$ cat config.mk
export PLATFORM = sky130hd
export DESIGN_NAME = fetch_unit
export DESIGN_NICKNAME = d
export VERILOG_FILES = /design/src/rtl/fetch_unit.sv
export SDC_FILE = /design/constraint.sdc
export NUM_CORES = 1
export LEC_CHECK = 0
export BUFFER_PORTS_ARGS = -buffer_cell sky130_fd_sc_hd__buf_2
export CAP_MARGIN = 25
export CORE_AREA = 2 2 147 149
export DETAILED_ROUTE_END_ITERATION = 12
export DIE_AREA = 0 0 149 151
export GPL_TIMING_DRIVEN = 0
export SYNTH_ARGS = -nofsm -noshare
export SYNTH_HDL_FRONTEND = slang
export SYNTH_SLANG_ARGS = --single-unit
$ cat constraint.sdc
create_clock -name clk -period 2.3 [get_ports clk]
set_input_delay 0.23 -clock clk [delete_from_list [all_inputs] [get_ports clk]]
set_output_delay 0.23 -clock clk [all_outputs]
set_load 0.01 [all_outputs]
$ cat src/rtl/fetch_unit.sv
// Instruction-fetch stage: PC register, next-PC selection and the IF/ID pipeline register.
// Optional fetch-address fault check is enabled by defining FETCH_ADDR_CHECK_EN.
module fetch_unit #(
   parameter logic [31:0] RESET_PC   = 32'h0000_3000,
   parameter logic [31:0] HANDLER_PC = 32'h0000_4180,
   parameter logic [31:0] IM_TOP     = 32'h0000_6FFC
) (
   input  logic        clk,
   input  logic        reset,
   input  logic [31:0] instr,
   input  logic        stall,
   input  logic        redirect,
   input  logic [31:0] redirect_target,
   input  logic        exc_req,
   input  logic        eret_req,
   input  logic [31:0] epc,
   output logic [31:0] PC,
   output logic [31:0] instr_D,
   output logic [31:0] PC_D,
   output logic [31:0] PC8_D,
   output logic        valid_D,
   output logic        bd_D,
   output logic [4:0]  excode_D
);

   localparam logic [4:0] EXC_NONE = 5'd0;
   localparam logic [4:0] EXC_ADEL = 5'd4;

   logic [31:0] pc_reg;
   logic [31:0] pc_next;
   logic [31:0] instr_d_reg;
   logic [31:0] pc_d_reg;
   logic        valid_d_reg;
   logic        bd_d_reg;
   logic [4:0]  excode_d_reg;
   logic        fetch_fault;

`ifdef FETCH_ADDR_CHECK_EN
   assign fetch_fault = (pc_reg[1:0] != 2'b00) || (pc_reg < RESET_PC) || (pc_reg > IM_TOP);
`else
   assign fetch_fault = 1'b0;
`endif

   // Redirects arriving during a stall are dropped; D re-presents them afterwards.
   always_comb begin
      pc_next = pc_reg + 32'd4;
      if (exc_req)
         pc_next = HANDLER_PC;
      else if (eret_req)
         pc_next = epc;
      else if (stall)
         pc_next = pc_reg;
      else if (redirect)
         pc_next = redirect_target;
   end

   always_ff @(posedge clk) begin
      if (!reset) begin
         pc_reg       <= RESET_PC;
         instr_d_reg  <= 32'd0;
         pc_d_reg     <= 32'd0;
         valid_d_reg  <= 1'b0;
         bd_d_reg     <= 1'b0;
         excode_d_reg <= EXC_NONE;
      end else begin
         pc_reg <= pc_next;
         if (exc_req || eret_req) begin
            instr_d_reg  <= 32'd0;
            pc_d_reg     <= 32'd0;
            valid_d_reg  <= 1'b0;
            bd_d_reg     <= 1'b0;
            excode_d_reg <= EXC_NONE;
         end else if (!stall) begin
            instr_d_reg  <= fetch_fault ? 32'd0 : instr;
            pc_d_reg     <= pc_reg;
            valid_d_reg  <= 1'b1;
            bd_d_reg     <= redirect;
            excode_d_reg <= fetch_fault ? EXC_ADEL : EXC_NONE;
         end
      end
   end

   assign PC       = pc_reg;
   assign instr_D  = instr_d_reg;
   assign PC_D     = pc_d_reg;
   assign PC8_D    = pc_d_reg + 32'd8;
   assign valid_D  = valid_d_reg;
   assign bd_D     = bd_d_reg;
   assign excode_D = excode_d_reg;

endmodule

* Yosys cells after proc, flatten, opt, wreduce, memory -nomap -nowiden *
Cells that the tools add are included.
Widths: inputs -> output; s select.

word-level totals
  bits in writable memories = 0
  ROM bits = 0
  latch bits = 0
  logic and storage cells = 18
  flip-flop bits (word level) = 98
  output and inout port bits = 135
  memories kept = 0
  bits of input ports = 102

operators by class
  reductions and logical operators = 3
  shifts and indexed selects = 0
  $lt $le $gt $ge = 0
  mux-type cells = 4
  add/sub/neg operators = 2
  bitwise operators = 1
  equality and inequality tests = 2
  multipliers = 0
  div/mod/pow operators = 0

operators by type and width
  cell                   count
  $mux 32                3
  $add 32x3->32 const B  1
  $add 32x4->32 const B  1
  $mux 15                1
  $reduce_or 2->1        2
  $ne 3x1->1 const B     1
  $ne 2x1->1 const B     1
  $logic_or 1x1->1       1
  $not 1->1              1

* Depth between registers and ports, before layout *
Gate-level depths: netlist (run 1).

  depth in word-level cells = 5
  depth in mapped cells = 7
  depth with buffers taken out = 6

* Least setup slack after synthesis (run 1) *
OpenSTA, ideal clock, no wires.

  path type = register to output
  start point = register pc_d_reg[3], in the netlist PC_D[3]
  end point = output port PC8_D[29]
  path slack = 281 ps
  arrival time = 1789 ps
  path buffers = 1
  cell stages (with the launch flop) = 8
  cell sequence = dfxtp_1 > ha_1 > and3_1 > buf_2 > nand4_2 > or2_2 > nor3_1 > xor2_1

between the ends
  longest elaborated chain between the ends = 1

RTL lines
  element                 RTL line  source
  from (decl)             32        logic [31:0] pc_d_reg;
  from (signal assigned)  75        pc_d_reg <= pc_reg;
  $add 32x4->32           86        assign PC8_D = pc_d_reg + 32'd8;
  to (decl)               20        output logic [31:0] PC8_D,

Every way passes these cells.

* Worst setup path after layout (run 1) *
  start point = register pc_d_reg[3], in the netlist PC_D[3]
  end point = output port PC8_D[31]

The elaborated chain is that of the path after synthesis.

==> results of run 1 <==
layer usage:
layer | vias to the layer above | routed length, microns | global-route usage [%]
li1 | 2599 | - | -
met1 | 2450 | 8280 | 20.9
met2 | 178 | 9120 | 28.3
met3 | 25 | 1700 | 6.30
met4 | 6 | 335 | 5.00
met5 | - | 35 | 0
metrics by stage:
| step | TNS, ps | hold slack (ps) | instances | cell area (sq um) |
|---|---|---|---|---|
| 5_1_grt | -273 | 76.5 | 1124 | 7200 |
| 2_1_floorplan | 0 | 319 | 590 | 5180 |
| 3_3_place_gp | -385 | 436 | 1093 | 6660 |
| 6_report | 0 | 86.8 | 1128 | 7210 |
| 3_5_place_dp | -401 | 454 | 1093 | 6660 |
| 4_1_cts | -415 | 71.2 | 1118 | 7110 |
flip-flops by register name (all words and copies together) (netlist names), named ones only:
name and cells:
PC_D 32, instr_D 32, valid_D 1, bd_D 1, PC 30
where the power goes:
group	switching, mW	internal [mW]	total (mW)
combinational	0.265	0.229	0.494
sequential	0.0686	1.73	1.80
clock	0.743	0.857	1.60
total	1.08	2.82	3.90
worst max-delay path, delay by kind of cell (launching register included):
family,cells,cell delay (ps)
buffers and inverters,1,150
adders and majority gates,1,130
xor gates and xnor gates,1,150
DFF,1,360
and+or+nand+nor,4,920
worst max path at each step:
stage,from,end,depth (start not counted)
floorplan,PC_D[3],PC8_D[29],7
global placement,PC_D[3],PC8_D[31],8
detailed placement,PC_D[3],PC8_D[31],8
CTS,PC_D[4],PC8_D[31],8
global route,PC_D[3],PC8_D[27],7
finish,PC_D[3],PC8_D[31],7
cell usage in the layout (no fill, tap or decap), types with 3 or more instances in the layout:
master	instances
buf_2	237
nor2_1	96
dfxtp_1	84
mux2i_1	67
nand2_1	40
xnor2_1	27
nand3_1	20
o21ai_0	20
a21oi_1	20
buf_4	19
xor2_1	14
and3_1	13
clkbuf_1	12
a221o_1	11
nor3_1	10
a22oi_1	10
dfxtp_2	9
clkbuf_16	9
diode_2	8
nand4_1	8
inv_1	8
clkbuf_8	7
dfxtp_4	5
buf_1	5
a31oi_1	5
conb_1	5
nand4_4	4
nor3_4	4
o22ai_1	4
a221oi_1	4
nand2b_1	3
and4_1	3
o221ai_1	3
cell families after synthesis:
family,after synthesis
and+or+nand+nor,224
AOI/OAI and AO/OA,98
DFF,98
muxes,68
buffers and inverters,53
xor gates and xnor gates,42
adders and majority gates,2
other,1
cell type report:
class / count / area (sq um) / share of cell area, %
Antenna cell: 8 / 20.0 / 0.278
Tap cell: 275 / 344 / 4.77
Clock buffer: 9 / 225 / 3.12
Sequential cell: 98 / 1990 / 27.6
Inverter: 9 / 33.8 / 0.469
Multi-Input combinational cell: 439 / 3000 / 41.6
Timing Repair Buffer: 240 / 1240 / 17.2
Clock inverter: 7 / 76.3 / 1.06
Buffer: 43 / 280 / 3.89
what timing repair did:
action	in CTS	in global routing
hold endpoints to repair	0	0
resized for setup	25	22
setup buffers	9	3
pin swaps	5	6
setup endpoints to repair	16	14
==> flow_summary.ini, run 1 <==
[critical_path]
r2r_cells = 6
r2r_setup_slack_ps = 170
worstSetupPathType = reg -> out
slowest_stage = or3_4
crit_required_ps = 2070
crit_chain = ha_4, and3_4, nand4_4, or3_4, nor2_4, xor2_1, buf_2
rr_startpoint = PC[2]
arrival_ps = 2070
cpPeakStageDelay_ps = 440
worstReg2RegEnd = PC[26]
crit_path_max_fanout = 3
end_kind = primary output
cp-start-kind = flip-flop

[final_layout]
drive_above_1_share_pct = 38.3
nFillCells = 2221
area_growth_pct = 39.6
fin_util_pct = 34.6
layout.nets = 944

[yosys]
synth_compound_area_share_pct = 13.1
yosys.area.top_type = dfxtp_1
synth_top_family_by_area = simple AND/OR/NAND/NOR gates
synthTopCellsByArea = dfxtp_1 38%, mux2i_1 13%, nor2_1 7.2%
muxShareOfSynthArea_pct = 13.2
synth_flop_cell = dfxtp_1
seq_area_frac_synth_pct = 38.0
ys_types = 61
yosys_register_bits = 98
netlist.area_leader.share_pct = 38.0
synth_adder_area_share_pct = 0.485
synth_edf_count = 0
synthTopCellsByCount = 99 x nor2_1, 98 x dfxtp_1, 67 x mux2i_1, 40 x nand2_1, 28 x xnor2_1
yosysMostFrequentCell = nor2_1
syn-cell-area_sq_mm = 0.00516
ys_warn_count = 0
synth_simple_gate_area_share_pct = 21.9
async_reset_ff_share_pct = 0
postSynthCellCount = 586
avgSynthCellArea_sq_um = 8.81
synthXorXnorAreaFrac_pct = 7.12

[sta]
fin_skew_ps = 9.92
setup_ws_ps = 2.36
period_share_pct = 99.9
setup_viol = 0
fmax_ghz = 0.435
drv_slew = 0
hold_viol = 0
period_needed_ps = 2300
relSlewSlack_pct = 39.2
rsz0062_at_grt = yes
max_slew.worst_pin.slew_ps = 908

[clocking]
clock-sinks = 98
clk_path_buf_depth = 2
cts_hold_repair.buffers = 0
cts_made_buffers = 9
clk_pin_slew_worst_paths_ps = 80
root_buffer = clkbuf_16
cts_tree = done
cts_max_level = 3
clk_latency_ps = 360

[power_and_ir_drop]
leakage_nw = 3.47
ir_drop_uv = 416
power_mw = 3.90
power_density_mw_per_mm2 = 541

[placement]
io_buffer_count = 228
place_ws_ps = -176
dpl.hpwl_microns = 14800
gp_congestion = 0.807

[grt]
grt_usage_pct = 17.1
grt_overflow_total = 0
antenna_found_initial = 12
grt_pass1_wl_microns = 29000
grt_pass1_vias = 4978
grt_max_degree = 18

[worst_hold_path]
hold-path-cell-count = 2
hold_class = in -> reg
min_from = redirect_target[27]
holdPathEnd = PC[27]

[floorplan]
core_sq_mm = 0.0208
pin_count = 237
row_count = 53
dieArea_sq_mm = 0.0225
die_y_microns = 151
die_w_microns = 149
start_util_pct = 24.8

[drt]
via_per_inst = 4.66
drtAntennaViolNets = 0
wl_microns = 19500
drt_iter0_drc = 196
drc = 0
via_count = 5258
drt-pass1-iter-count = 5
wl_per_cell_microns = 17.3

[status]
status = finished clean

[flow_run]
cap_violations = 0
Note: power is estimated with default switching activity, not from simulation.
==> run 2: changes to the inputs <==
--- a/config.mk
+++ b/config.mk
@@ -7,9 +7,9 @@
 export LEC_CHECK = 0
 export BUFFER_PORTS_ARGS = -buffer_cell sky130_fd_sc_hd__buf_2
 export CAP_MARGIN = 25
-export CORE_AREA = 2 2 147 149
+export CORE_AREA = 2 2 135 137
 export DETAILED_ROUTE_END_ITERATION = 12
-export DIE_AREA = 0 0 149 151
+export DIE_AREA = 0 0 137 139
 export GPL_TIMING_DRIVEN = 0
 export SYNTH_ARGS = -nofsm -noshare
 export SYNTH_HDL_FRONTEND = slang
==> run 2 against run 1 <==
Global-route usage up 1.7 points. Fmax about the same. First-iteration DRC count up 19%. Power up 2.6%. Clock skew down 0.93 ps. Worst hold slack better by 10 ps. Clock-buffer cell count up 2. Die area down 15%. Critical endpoint unchanged.
==> flow_summary.ini, run 2 (synthesis gave the netlist of run 1 again) <==
[drt]
via_per_inst = 4.88
drt-pass1-iter-count = 4
wl_per_cell_microns = 17.0
wl_microns = 18200
drt_iter0_drc = 234
drc = 0
drtAntennaViolNets = 0
via_count = 5233

[sta]
drv_slew = 0
max_slew.worst_pin.slew_ps = 845
hold_viol = 0
relSlewSlack_pct = 43.5
setup_ws_ps = 0.330
rsz0062_at_grt = yes
hold_slack_ps = 96.7
fin_skew_ps = 8.99
period_needed_ps = 2300
period_share_pct = 100
setup_viol = 0
fmax_ghz = 0.435

[floorplan]
dieArea_sq_mm = 0.0190
pin_count = 237
die_w_microns = 137
die_y_microns = 139
core_sq_mm = 0.0177
start_util_pct = 29.2
row_count = 49

[power_and_ir_drop]
ir_drop_uv = 322
power_mw = 4.00
power_density_mw_per_mm2 = 563
leakage_nw = 3.43

[critical_path]
crit_path_max_fanout = 5
cp-start-kind = flip-flop
critical-path-top-delay-family = simple AND/OR/NAND/NOR gates
end_kind = primary output
r2r_cells = 6
crit_required_ps = 2070
worstSetupPathType = reg -> out
rr_startpoint = PC[2]
worstReg2RegEnd = PC[26]
crit_chain = ha_4, and3_4, nand4_4, or3_4, nor2_4, xor2_1, buf_2
arrival_ps = 2070
slowest_stage = or3_4
cp.buffers_inverters = 1
cpPeakStageDelay_ps = 420
r2r_setup_slack_ps = 200

[final_layout]
drive_above_1_share_pct = 37.4
layout_common_cells = 237 x buf_2, 97 x nor2_1, 84 x dfxtp_1
fin_util_pct = 40.2
area_growth_pct = 37.4
final_common_cell = buf_2
final_cell_count_no_fill = 1073
layout.nets = 938
nFillCells = 1873

[grt]
grt_pass1_wl_microns = 27400
grt_overflow_total = 0
grt_max_degree = 17
antenna_found_initial = 7
grt_pass1_vias = 4937
grt_usage_pct = 18.9

[clocking]
clk_latency_ps = 350
clk_path_buf_depth = 2
clk_pin_slew_worst_paths_ps = 70
cts_made_buffers = 9
clock-sinks = 98
root_buffer = clkbuf_16
cts_hold_repair.buffers = 0
cts_tree = done
cts_max_level = 3

[worst_hold_path]
hold-path-cell-count = 2
hold_class = in -> reg
min_from = redirect_target[27]
holdPathEnd = PC[27]

[placement]
gp_congestion = 0.786
dp_cells = 1047
place_ws_ps = -139
io_buffer_count = 228
dpl.hpwl_microns = 13900

[flow_run]
cap_violations = 0

[status]
status = finished clean
[run 2: through the flow]
step | setup TNS [ps] | instance area [sq um]
CTS | -372 | 7060
detailed placement | -252 | 6610
floorplan | 0 | 5180
global placement | -208 | 6610
global route | -384 | 7090
finish | 0 | 7100
[run 2: layout make-up]
type / instances / area [sq um] / share of cell area, %
multi-input combinational: 439 / 2970 / 41.8
sequential: 98 / 1990 / 28.0
timing repair buffer: 234 / 1190 / 16.7
tap: 229 / 287 / 4.04
buffer: 43 / 284 / 4.00
clock buffer: 11 / 253 / 3.56
clock inverter: 5 / 85.1 / 1.20
inverter: 9 / 33.8 / 0.476
antenna: 5 / 12.5 / 0.176
[run 2: where the power goes]
part / internal (mW) / total, mW / switching (mW) / leakage (nW)
clock network: 1.02 / 1.70 / 0.683 / 0.162
registers: 1.74 / 1.80 / 0.0678 / 0.804
logic: 0.229 / 0.489 / 0.261 / 2.46
total: 2.98 / 4.00 / 1.01 / 3.43
[run 2: timing repair]
action	in CTS	in global routing
buffers inserted	5	1
gates resized for setup	22	15
pin swaps	7	4
setup endpoints to repair	13	11
[run 2: layer usage]
metal	vias up	GRT usage, %	part of all wire, %
met4	4	6.57	1.7
met1	2431	24.5	43
li1	2578	-	-
met3	25	6.29	9.3
met5	-	0	0.12
met2	195	29.1	46
[run 2: how the worst max path moves through the flow]
| stage | start | to | slack (ps) | cells after the start |
|---|---|---|---|---|
| global route | PC_D[4] | PC8_D[31] | -70 | 7 |
| CTS | PC_D[4] | PC8_D[31] | -170 | 8 |
| floorplan | PC_D[3] | PC8_D[29] | 280 | 7 |
| finish | PC_D[4] | PC8_D[31] | 0.3 | 7 |
| detailed placement | PC_D[3] | PC8_D[31] | -140 | 8 |
| global placement | PC_D[3] | PC8_D[31] | -130 | 8 |
